$ cat config.mk
export PLATFORM = sky130hd
export DESIGN_NAME = decode_stage
export DESIGN_NICKNAME = d
export VERILOG_FILES = /design/src/rtl/decode_stage.sv
export SDC_FILE = /design/constraint.sdc
export NUM_CORES = 1
export LEC_CHECK = 0
export ABC_AREA = 0
export BUFFER_PORTS_ARGS = -buffer_cell sky130_fd_sc_hd__buf_2
export CORE_MARGIN = 3
export CORE_UTILIZATION = 40
export CTS_CLUSTER_DIAMETER = 80
export DETAILED_ROUTE_END_ITERATION = 8
export SLEW_MARGIN = 20
export SYNTH_ARGS = -nofsm -noshare
export SYNTH_HDL_FRONTEND = slang
export SYNTH_SLANG_ARGS = --single-unit
$ cat constraint.sdc
create_clock -name clk -period 1.6 [get_ports clk]
set_input_delay 0.08 -clock clk [delete_from_list [all_inputs] [get_ports clk]]
set_output_delay 0.08 -clock clk [all_outputs]
set_load 0.02 [all_outputs]
$ cat src/rtl/decode_stage.sv
// RV32I decode stage: two-entry skid buffer (main + skid) holding pre-decoded instructions.
// Define ILLEGAL_DETECT_EN to enable out_illegal detection; otherwise out_illegal is tied to 0.
module decode_stage #(
    parameter int PC_W = 12
) (
    input  logic            clk,
    input  logic            rst,
    input  logic            in_valid,
    input  logic [PC_W-1:0] in_pc,
    input  logic [31:0]     in_instr,
    output logic            in_ready,
    input  logic            flush,
    output logic            out_valid,
    input  logic            out_ready,
    output logic [PC_W-1:0] out_pc,
    output logic [3:0]      out_opclass,
    output logic [4:0]      out_rd,
    output logic [4:0]      out_rs1,
    output logic [4:0]      out_rs2,
    output logic [31:0]     out_imm,
    output logic            out_illegal
);

    localparam logic [3:0] OPC_NONE   = 4'd0;
    localparam logic [3:0] OPC_LUI    = 4'd1;
    localparam logic [3:0] OPC_AUIPC  = 4'd2;
    localparam logic [3:0] OPC_JAL    = 4'd3;
    localparam logic [3:0] OPC_JALR   = 4'd4;
    localparam logic [3:0] OPC_BRANCH = 4'd5;
    localparam logic [3:0] OPC_LOAD   = 4'd6;
    localparam logic [3:0] OPC_STORE  = 4'd7;
    localparam logic [3:0] OPC_OPIMM  = 4'd8;
    localparam logic [3:0] OPC_OP     = 4'd9;
    localparam logic [3:0] OPC_SYSTEM = 4'd10;

    typedef struct packed {
        logic [PC_W-1:0] pc;
        logic [3:0]      opclass;
        logic [4:0]      rd;
        logic [4:0]      rs1;
        logic [4:0]      rs2;
        logic [31:0]     imm;
        logic            illegal;
    } entry_t;

    typedef enum logic [1:0] {EMPTY, ONE, TWO} state_t;

    state_t state_q, state_d;
    entry_t main_q, main_d;
    entry_t skid_q, skid_d;
    logic   in_ready_q, in_ready_d;
    entry_t dec;
    logic   in_fire;
    logic   out_fire;
    logic [2:0] funct3;

    assign funct3 = in_instr[14:12];

    // Decode happens on the incoming word so that only decoded fields are stored.
    always_comb begin
        dec     = '0;
        dec.pc  = in_pc;
        case (in_instr[6:0])
            7'b0110111: dec.opclass = OPC_LUI;
            7'b0010111: dec.opclass = OPC_AUIPC;
            7'b1101111: dec.opclass = OPC_JAL;
            7'b1100111: dec.opclass = OPC_JALR;
            7'b1100011: dec.opclass = OPC_BRANCH;
            7'b0000011: dec.opclass = OPC_LOAD;
            7'b0100011: dec.opclass = OPC_STORE;
            7'b0010011: dec.opclass = OPC_OPIMM;
            7'b0110011: dec.opclass = OPC_OP;
            7'b1110011: dec.opclass = OPC_SYSTEM;
            default:    dec.opclass = OPC_NONE;
        endcase

        case (dec.opclass)
            OPC_JALR, OPC_LOAD, OPC_OPIMM, OPC_SYSTEM:
                dec.imm = {{20{in_instr[31]}}, in_instr[31:20]};
            OPC_STORE:
                dec.imm = {{20{in_instr[31]}}, in_instr[31:25], in_instr[11:7]};
            OPC_BRANCH:
                dec.imm = {{19{in_instr[31]}}, in_instr[31], in_instr[7],
                           in_instr[30:25], in_instr[11:8], 1'b0};
            OPC_LUI, OPC_AUIPC:
                dec.imm = {in_instr[31:12], 12'b0};
            OPC_JAL:
                dec.imm = {{11{in_instr[31]}}, in_instr[31], in_instr[19:12],
                           in_instr[20], in_instr[30:21], 1'b0};
            default:
                dec.imm = '0;
        endcase

        dec.rd  = (dec.opclass == OPC_BRANCH || dec.opclass == OPC_STORE) ? 5'd0 : in_instr[11:7];
        dec.rs1 = (dec.opclass == OPC_LUI || dec.opclass == OPC_AUIPC || dec.opclass == OPC_JAL)
                  ? 5'd0 : in_instr[19:15];
        dec.rs2 = (dec.opclass == OPC_OP || dec.opclass == OPC_STORE || dec.opclass == OPC_BRANCH)
                  ? in_instr[24:20] : 5'd0;

`ifdef ILLEGAL_DETECT_EN
        dec.illegal = (dec.opclass == OPC_NONE) || (in_instr[1:0] != 2'b11) ||
                      (dec.opclass == OPC_LOAD && (funct3 == 3'd3 || funct3 == 3'd6 || funct3 == 3'd7)) ||
                      (dec.opclass == OPC_STORE && funct3 > 3'd2) ||
                      (dec.opclass == OPC_BRANCH && (funct3 == 3'd2 || funct3 == 3'd3)) ||
                      (dec.opclass == OPC_JALR && funct3 != 3'd0);
`else
        dec.illegal = 1'b0;
`endif
    end

    assign out_valid = (state_q != EMPTY);
    assign in_ready  = in_ready_q;

    always_comb begin
        state_d  = state_q;
        main_d   = main_q;
        skid_d   = skid_q;
        in_fire  = in_valid && in_ready_q;
        out_fire = out_valid && out_ready;
        if (flush) begin
            state_d = EMPTY;
        end else begin
            case (state_q)
                EMPTY: if (in_fire) begin
                    main_d  = dec;
                    state_d = ONE;
                end
                ONE: begin
                    if (in_fire && out_fire) begin
                        main_d = dec;
                    end else if (in_fire) begin
                        skid_d  = dec;
                        state_d = TWO;
                    end else if (out_fire) begin
                        state_d = EMPTY;
                    end
                end
                TWO: if (out_fire) begin
                    main_d  = skid_q;
                    state_d = ONE;
                end
                default: state_d = EMPTY;
            endcase
        end
        in_ready_d = (state_d != TWO);
    end

    always_ff @(posedge clk) begin
        if (rst) begin
            state_q    <= EMPTY;
            main_q     <= '0;
            skid_q     <= '0;
            in_ready_q <= 1'b1;
        end else begin
            state_q    <= state_d;
            main_q     <= main_d;
            skid_q     <= skid_d;
            in_ready_q <= in_ready_d;
        end
    end

    assign out_pc      = main_q.pc;
    assign out_opclass = main_q.opclass;
    assign out_rd      = main_q.rd;
    assign out_rs1     = main_q.rs1;
    assign out_rs2     = main_q.rs2;
    assign out_imm     = main_q.imm;
    assign out_illegal = main_q.illegal;

endmodule

# Word level (Yosys, flattened, before mapping)
# Cells that the tools add are included.
classes:
  addsub: 0
  multipliers: 0
  n_div: 0
  n_lt_le_gt_ge: 0
  n_eq_ne: 26
  n_shift: 0
  n_mux: 16
  n_bitwise: 2
  n_reduce_logical: 15
op_table:
  columns: ["cell", "n"]
  rows:
  - ["64-bit two-way mux", 3]
  - ["64-bit one-hot mux with 3 select lines", 1]
  - ["32-bit one-hot mux with 5 select lines", 1]
  - ["4-bit one-hot mux with 10 select lines", 1]
  - ["7-bit equality test (second input constant)", 4]
  - ["7-bit by 6-bit equality test with 1-bit output (second input constant)", 3]
  - ["4-bit by 3-bit equality test with 1-bit output (second input constant)", 4]
  - ["5-bit two-way mux", 3]
  - ["7-bit by 5-bit equality test with 1-bit output (second input constant)", 2]
  - ["4-bit equality test (second input constant)", 3]
  - ["2-bit two-way mux", 6]
  - ["4-bit by 2-bit equality test with 1-bit output (second input constant)", 2]
  - ["2-bit inequality test (second input constant)", 4]
  - ["7-bit by 2-bit equality test with 1-bit output (second input constant)", 1]
  - ["2-bit one-hot mux with 3 select lines", 1]
  - ["1-bit logical OR", 5]
  - ["5-bit AND reduction", 1]
  - ["4-bit by 1-bit equality test with 1-bit output (second input constant)", 1]
  - ["4-bit AND reduction", 1]
  - ["4-bit OR reduction", 1]
  - ["1-bit logical AND", 3]
  - ["3-bit nonzero test", 1]
  - ["2-bit by 1-bit equality test with 1-bit output (second input constant)", 1]
  - ["2-bit equality test (second input constant)", 1]
  - ["4 further kinds", 5]
word_totals:
  ff_bits: 130
  latch_bits: 0
  ramBits: 0
  mem_bits_ro: 0
  wordCells: 74
  mem_count: 0

# Longest topological paths before layout
# Gate-level depths: netlist (run 1).
logic_depth:
  word_depth: 8
  depth_mapped: 8
  depth_no_buf: 6

# Worst setup path before layout (run 1)
# No wires, ideal clock.
synth_path:
  path_type: "reg-to-reg"
  startpoint: "reg in_ready_q (netlist: in_ready)"
  endpoint: "reg main_q, in the netlist out_opclass[3]"
  t_arrival_ps: 1704
  slack_ps: -235
  stages_incl_launch_ff: 8
  path_cell_list: "dfxtp_1 nand2_1 or3b_1 a21o_1 clkbuf_1 buf_2 a211oi_1 nor3_1"
synth_via:
  elab_chain_cells: 4
synth_rtl:
  columns: ["item", "line_no", "text"]
  rows:
  - ["from (decl)", "51", "logic in_ready_q, in_ready_d;"]
  - ["from (signal assigned)", "158", "in_ready_q <= in_ready_d;"]
  - ["1-bit logical AND *", "118", "in_fire = in_valid && in_ready_q;"]
  - ["1-bit logical AND", "129", "if (in_fire && out_fire) begin"]
  - ["2-bit inequality test (no line)", null, null]
  - ["5-bit AND reduction (no line) *", null, null]
  - ["to (signal assigned)", "156", "main_q <= main_d;"]
  - ["to (decl)", "49", "entry_t main_q, main_d;"]
# Mark *: on every way between the ends. The rest lies on a longest branch, timed or not.
# A chain may end at the register's enable or synchronous reset.

# Final worst setup path (run 1)
layout_path:
  startpoint: "reg state_q[0]"
  endpoint: "reg skid_q[54] (netlist bit)"
layout_via:
  elab_chain_cells: 5
layout_rtl:
  columns: ["item", "line_no", "text"]
  rows:
  - ["from (decl)", "48", "state_t state_q, state_d;"]
  - ["from (signal assigned)", "155", "state_q <= state_d;"]
  - ["2-bit nonzero test", "111", "assign out_valid = (state_q != EMPTY);"]
  - ["1-bit logical AND", "119", "out_fire = out_valid && out_ready;"]
  - ["1-bit logical AND", "129", null]
  - ["1-bit NOT (no line)", null, null]
  - ["4-bit AND reduction (no line) *", null, null]
  - ["to (signal assigned)", "157", "skid_q <= skid_d;"]
  - ["to (decl)", "50", "entry_t skid_q, skid_d;"]
# Marked as above.

==> run metrics, run 1 <==
run status finished with violations; failing checks negative setup slack; Ys Warns 0; first-pass GRT wire length around 30,000 um; GPL Wtd Cong around 0.86; Sw Ratio between 20% and 30%; synthesized area per cell around 8.0 sq um; Cell variety after synth 55; CTS Buffer Depth 2; Critical Path Max Stage Delay roughly 0.46 ns; f_max ~570 MHz; row count 42; H-tree depth 4; R2R cell count 8; post-layout util 67.07%; Layout Nets between 900 and 1,000; critical path arrival around 2.0 ns; CP Buf/Inv Count 4; die footprint around 16,000 sq um; Async SR Flop Fraction 0%; Inserted Clock Buffers 17; CP Depth 8; hold path startpoint in_instr[31]; Placeable Area 13,560 sq um; fillers about 1,000; Sequential Power Share between 40% and 50%; EDFF count, synth 0; worst hold stages 3; gr usage total 23.59%; Worst Max-Slew Pin Slew ~0.94 ns; WL/cell approximately 18 um; Syn-to-layout area delta 59.60%; Cells after Synth just over 700; layout cell share with drive strength beyond 1 between 40% and 50%; classification of the worst setup path register to register; Synth area leader dfxtp_1; initial drt markers 533; drt drc 0; ranking of synthesized cells by area dfxtp_1, nand2_1, a21oi_1, nor2_1, a311oi_1; mapped cell area 5698 sq um; number of global-route vias before repair between 5,000 and 6,000; Clk pwr share 47.0%; Worst Setup SP state_q[0]$_SDFF_PP0_; Power Density ~920 nW/um^2; number of max-slew violations in the final report 0; Max Cap Viol 0; Die W 125.4 um; RSZ-0062 raised after global routing yes; Syn Nets 760; post-synthesis sequential area ratio 45.32%; Vias/cell 5.664; maximum resistive drop on vdd ~700 uV; Fin Clk Skew ~0.0079 ns; initial antenna violation count 0; kind of cell adding the most delay to the critical path buffers and inverters; area fraction of the dominant cell type after synthesis 45.32%; NetSw between 0.002 and 0.0025 W; post-route clock period utilization 109.1%; setup slack, reg-to-reg -0.15 ns; grt total ovfl 0; ant diodes 0; Post-Place Setup Slack -0.2986 ns; Starting Density about 42%; Worst setup SP type register; most frequent CP cell buf_12; Static Leak 3.525 nW; Crit-path slowest cell or4_4; ys flop type dfxtp_1; Worst slew margin between 30% and 40%; Final Setup Violations about 110; Root Buffer Master clkbuf_16; hold path endpoint skid_q[32]$_SDFFE_PP0P_; Seq cells post-synth approximately 130; Critical R2R Launch state_q[0]$_SDFF_PP0_; Hold Fails Final Rpt 0; Final Critical Period about 1.7 ns; Comb power frac around 13%; critical path fanouts, max 6; post-detail-place hpwl between 10,000 and 15,000 um; Crit Reg-Reg Endpoint skid_q[54]$_SDFFE_PP0P_; Worst setup EP type register; Worst-path clk slew 0.05 ns; Worst-Skew Late Latency between 0.4 and 0.5 ns; routed wire length 20,220 um; CP Cell Sequence nand2b_4, buf_4, or4_4, buf_12, buf_12, clkbuf_16, nand2_2, a21oi_1; DR vias 6,225; drt first pass iters 5; Internal about 0.0063 W; pin count of the biggest net entering global routing 47; Required @ worst endpoint ~1.9 ns; clock sinks 129; post-route ant nets 0; Die Span Y ~130 um; setup slack after layout -0.1451 ns; HP Class input port to register; Port Buf Inserts about 110; # IOs between 100 and 150; CTS tree built
[cell usage in the layout, fill, tap and decap left out, types with 6 or more instances in the layout]
master / n
dfxtp_1: 126
buf_2: 112
nand2_1: 102
nor2_1: 57
buf_4: 51
a21oi_1: 50
dlygate4sd3_1: 34
nand3_1: 31
a21oi_2: 28
nand2_2: 26
clkbuf_16: 26
a311oi_1: 22
buf_12: 19
nor2_2: 16
and2_1: 12
nand3b_1: 10
buf_6: 10
o21ai_0: 9
nand3_2: 9
a211oi_1: 9
nor3_1: 8
a211o_1: 8
buf_8: 8
a311oi_2: 7
o21ai_2: 7
a211oi_2: 7
nand4b_1: 6
o21ai_1: 6
o221ai_2: 6
[flip-flops by register name (all words and copies together) (netlist names)]
name         flops
in_ready         1
out_rs2          5
state_q          2
out_rd           5
out_pc          12
skid_q          63
out_imm         32
out_rs1          5
out_opclass      4
[how the worst max path moves through the flow]
stage | to | slack [ns]
floorplan | out_imm[12]$_SDFFE_PP0P_ | 0.001
global placement | out_opclass[1]$_SDFFE_PP0P_ | -0.26
detailed placement | out_opclass[1]$_SDFFE_PP0P_ | -0.30
CTS | out_rd[0]$_SDFFE_PP0P_ | -0.12
global route | out_imm[0]$_SDFFE_PP0P_ | -0.25
finish | skid_q[54]$_SDFFE_PP0P_ | -0.15
[cells in the mapped netlist (all sizes together) (3+ instances only)]
master,n
a21oi,79
a311oi,29
nor2b,3
and2,12
nor4,4
nand3b,10
buf,23
a221oi,8
a2bb2oi,5
nand2,132
or2,3
nand4b,6
a211o,8
o211ai,3
o21ai,23
nor2,77
nor3,10
nand3,45
o221ai,11
a211oi,16
nand2b,5
dfxtp,129
clkbuf,44
[cell families (layout without fill, tap and decap cells)]
logic type | after synthesis | count (layout) | share of synthesized area (%)
AO/OA/AOI/OAI | 196 | 196 | 23.47
XOR/XNOR | 1 | 1 | 0.1537
buffers and inverters | 68 | 280 | 5.270
flip-flops | 129 | 129 | 45.32
multiplexers | 2 | 2 | 0.3733
other | 1 | 1 | 0.06581
AND/OR/NAND/NOR | 314 | 314 | 25.34
[worst min-delay path, stage by stage]
cell and delay, ns:
buf_2 0.14, o211ai_1 0.09, a21oi_1 0.06
[metal layers]
metal  vias to the layer above  share of wire (%)  GRT usage, %
met5                         -                  0             0
met4                         0                2.6         8.801
met3                        40                6.2         5.203
met2                       232                 48         38.56
met1                      3008                 43         30.66
li1                       2945                  -             -
[metrics by stage]
| step | hold slack, ns | instance area (sq um) | setup TNS (ns) | total power [W] | std cells |
|---|---|---|---|---|---|
| 2_1_floorplan | 0.1561 | 5771 | 0 | 0.003860 | 711 |
| 3_3_place_gp | 0.3396 | 6784 | -16.10 | 0.004159 | 996 |
| 3_5_place_dp | 0.3438 | 6784 | -23.59 | 0.004176 | 996 |
| 4_1_cts | 0.005228 | 8243 | -5.428 | 0.008249 | 1082 |
| 5_1_grt | 0.01361 | 9094 | -16.34 | 0.008594 | 1099 |
| 6_report | 0.01604 | 9094 | -9.281 | 0.008355 | 1099 |
[layout make-up]
type | instances | area, sq um | area share [%]
repair buffers | 247 | 2232 | 24.55
inverters | 1 | 3.754 | 0.04128
clock inverters | 9 | 102.6 | 1.128
multi-input cells | 514 | 3446 | 37.89
clock buffers | 23 | 498.0 | 5.476
well taps | 176 | 220.2 | 2.422
flip-flops and latches | 129 | 2591 | 28.49
[power by group through the flow]
stage                     Sequential [W]  Clock, W  Combinational (W)
after floorplan                  0.00349         0           0.000366
after global placement           0.00341         0           0.000750
after detailed placement         0.00341         0           0.000765
after CTS                        0.00334   0.00396           0.000950
after global routing             0.00336   0.00409            0.00115
final                            0.00335   0.00392            0.00108
[timing repair]
action | 4_1_cts | 5_1_grt
gates resized for setup | 59 | 150
hold endpoints to repair | 63 | 1
pin swaps | 29 | 65
buffers inserted | 14 | 9
gates cloned | 7 | 10
hold buffers | 33 | 1
setup endpoints to repair | 118 | 122
No activity file was read; power rests on OpenSTA's default activity.
==> inputs of run 2 (changes only) <==
- SKIP_LAST_GASP: default -> 1
==> run metrics, run 2 (synthesized netlist as in run 1, its figures left out) <==
Internal 0.006242 W (-0.52%); RSZ-0062 raised after global routing yes; Placeable Area 13,560 sq um (unchanged); DR vias 6,162 (-1.0%); Max Cap Viol 0 (unchanged); GPL Wtd Cong 0.8645 (unchanged); drt first pass iters 4 (-1); setup slack after layout -0.1843 ns (-0.03921 ns); initial drt markers 512 (-3.9%); worst hold stages 3 (unchanged); post-detail-place hpwl 11,380 um (unchanged); number of global-route vias before repair 5,801 (-0.51%); critical path fanouts, max 7 (+1); HP Class input port to register; # IOs 115 (unchanged); placed cells 996 (unchanged); Clk pwr share 47.3% (+0.3 points); Starting Density 42.03% (unchanged); Hold Worst Slack 0.01868 ns (+0.002643 ns); Largest Register skid_q; maximum resistive drop on vdd 732.1 uV (+3.3%); CTS Buffer Depth 2 (unchanged); Die W 125.4 um (unchanged); first-pass GRT wire length 29,870 um (-0.78%); WL/cell 17.74 um (-3.6%); Final Critical Period 1.784 ns (+0.03921 ns); Layout Nets 955 (-0.42%); Worst-path clk slew 0.06 ns (about the same); Post-Place Setup Slack -0.2986 ns (unchanged); Sw Ratio 24.44% (-0.46 points); NetSw 0.002019 W (-2.9%); R2R cell count 8 (unchanged); Worst-Skew Late Latency 0.41 ns (about the same); die footprint 15,710 sq um (unchanged); failing checks negative setup slack; f_max 560.4 MHz (-2.2%); Die Span Y 125.4 um (unchanged); fin cells 1,095 (-0.36%); grt total ovfl 0 (unchanged); H-tree depth 4 (unchanged); Comb power frac 12.2% (-0.7 points); post-route clock period utilization 111.5% (+2.5 points); most common cell after layout, fill and taps aside dfxtp_1; classification of the worst setup path register to register; Sequential Power Share 40.5% (+0.4 points); commonest cells after routing, fill and taps aside dfxtp_1, nand2_1, buf_2; critical path arrival 2.06 ns (+0.03 ns); Fin Clk Skew 0.005104 ns (-0.002756 ns); Vias/cell 5.627 (-0.65%); Syn-to-layout area delta 50.68%; number of max-slew violations in the final report 0 (unchanged); Worst setup SP type register; Worst slew margin 39.28% (+2.2 points); run status finished with violations; Final Setup Violations 118 (+8.3%); CTS tree built; drt drc 0 (unchanged); clock sinks 129 (unchanged); post-route ant nets 0 (unchanged); routed wire length 19,430 um (-3.9%); ant diodes 0 (unchanged); Worst setup EP type register; row count 42 (unchanged); Required @ worst endpoint 1.88 ns (about the same); Worst Max-Slew Pin Slew 0.9107 ns (-0.03328 ns); Power Density 962.2 nW/um^2 (+4.7%); layout cell share with drive strength beyond 1 33.51% (-8.5 points); Inserted Clock Buffers 17 (unchanged); Port Buf Inserts 113 (unchanged); initial antenna violation count 0 (unchanged); pin count of the biggest net entering global routing 47 (unchanged); Static Leak 3.420 nW (-3.0%); Hold Fails Final Rpt 0 (unchanged); Root Buffer Master clkbuf_16; Power Total 0.008261 W (-1.1%); max reg flops 63 (unchanged); gr usage total 23.43% (-0.17 points)
[run 2: changes by cell type in the layout (fill, tap and decap cells not counted), sizes merged]
cell / change
clkbuf: -3
dlygate4sd3: -1
[run 2: area by class of cell]
type	count	area (sq um)
Fill cell	1123	4972
Multi-Input combinational cell	514	3083
Inverter	1	3.754
Sequential cell	129	2591
Clock buffer	23	498.0
Clock inverter	9	102.6
Timing Repair Buffer	243	2087
Tap cell	176	220.2
[run 2: worst max-delay path, stage by stage (launching register included)]
cell	delay [ns]
dfxtp_4	0.36
nand2b_4	0.06
buf_4	0.13
or4_4	0.50
buf_4	0.18
buf_16	0.14
buf_4	0.15
nand2_1	0.07
a21oi_1	0.06
[run 2: power by group through the flow]
stage / registers, W / clock network (W) / logic, W
after CTS: 0.00334 / 0.00396 / 0.000942
after global routing: 0.00335 / 0.00409 / 0.00108
final: 0.00335 / 0.00391 / 0.00101
after floorplan: 0.00349 / 0 / 0.000366
after detailed placement: 0.00341 / 0 / 0.000765
after global placement: 0.00341 / 0 / 0.000750
[run 2: repair_timing]
| item | 4_1_cts | 5_1_grt |
|---|---|---|
| resized for setup | 40 | 59 |
| hold buffers | 33 | 0 |
| cloned | 7 | 7 |
| pin swaps | 28 | 21 |
| setup endpoints to repair | 118 | 121 |
| endpoints found under the hold margin | 64 | 0 |
| setup buffers | 14 | 8 |
[run 2: final timing paths]
path	start	to	slack, ns
worst max-delay path	state_q[0]$_SDFF_PP0_	skid_q[21]$_SDFFE_PP0P_	-0.18
worst min-delay path	in_instr[22]	skid_q[35]$_SDFFE_PP0P_	0.02
worst max register to register	state_q[0]$_SDFF_PP0_	skid_q[21]$_SDFFE_PP0P_	-0.18
worst min register to register	out_imm[26]$_SDFFE_PP0P_	out_imm[26]$_SDFFE_PP0P_	0.45
[run 2: metal layers]
metal | up-vias | part of all wire, % | track usage (%) | wire (um)
li1 | 2928 | - | - | -
met4 | 0 | 2.1 | 8.036 | 408
met2 | 206 | 48 | 38.60 | 9295
met1 | 2998 | 44 | 30.52 | 8512
met5 | - | 0 | 0 | 0
met3 | 30 | 6.2 | 5.117 | 1212
[run 2: metrics by stage]
| stage | TNS, ns | util [%] | instance area, sq um |
|---|---|---|---|
| 2_1_floorplan | 0 | - | 5771 |
| 3_3_place_gp | -16.10 | 50.04 | 6784 |
| 4_1_cts | -5.828 | 60.39 | 8188 |
| 3_5_place_dp | -23.59 | 50.04 | 6784 |
| 5_1_grt | -18.64 | 63.33 | 8586 |
| 6_report | -12.70 | 63.33 | 8586 |
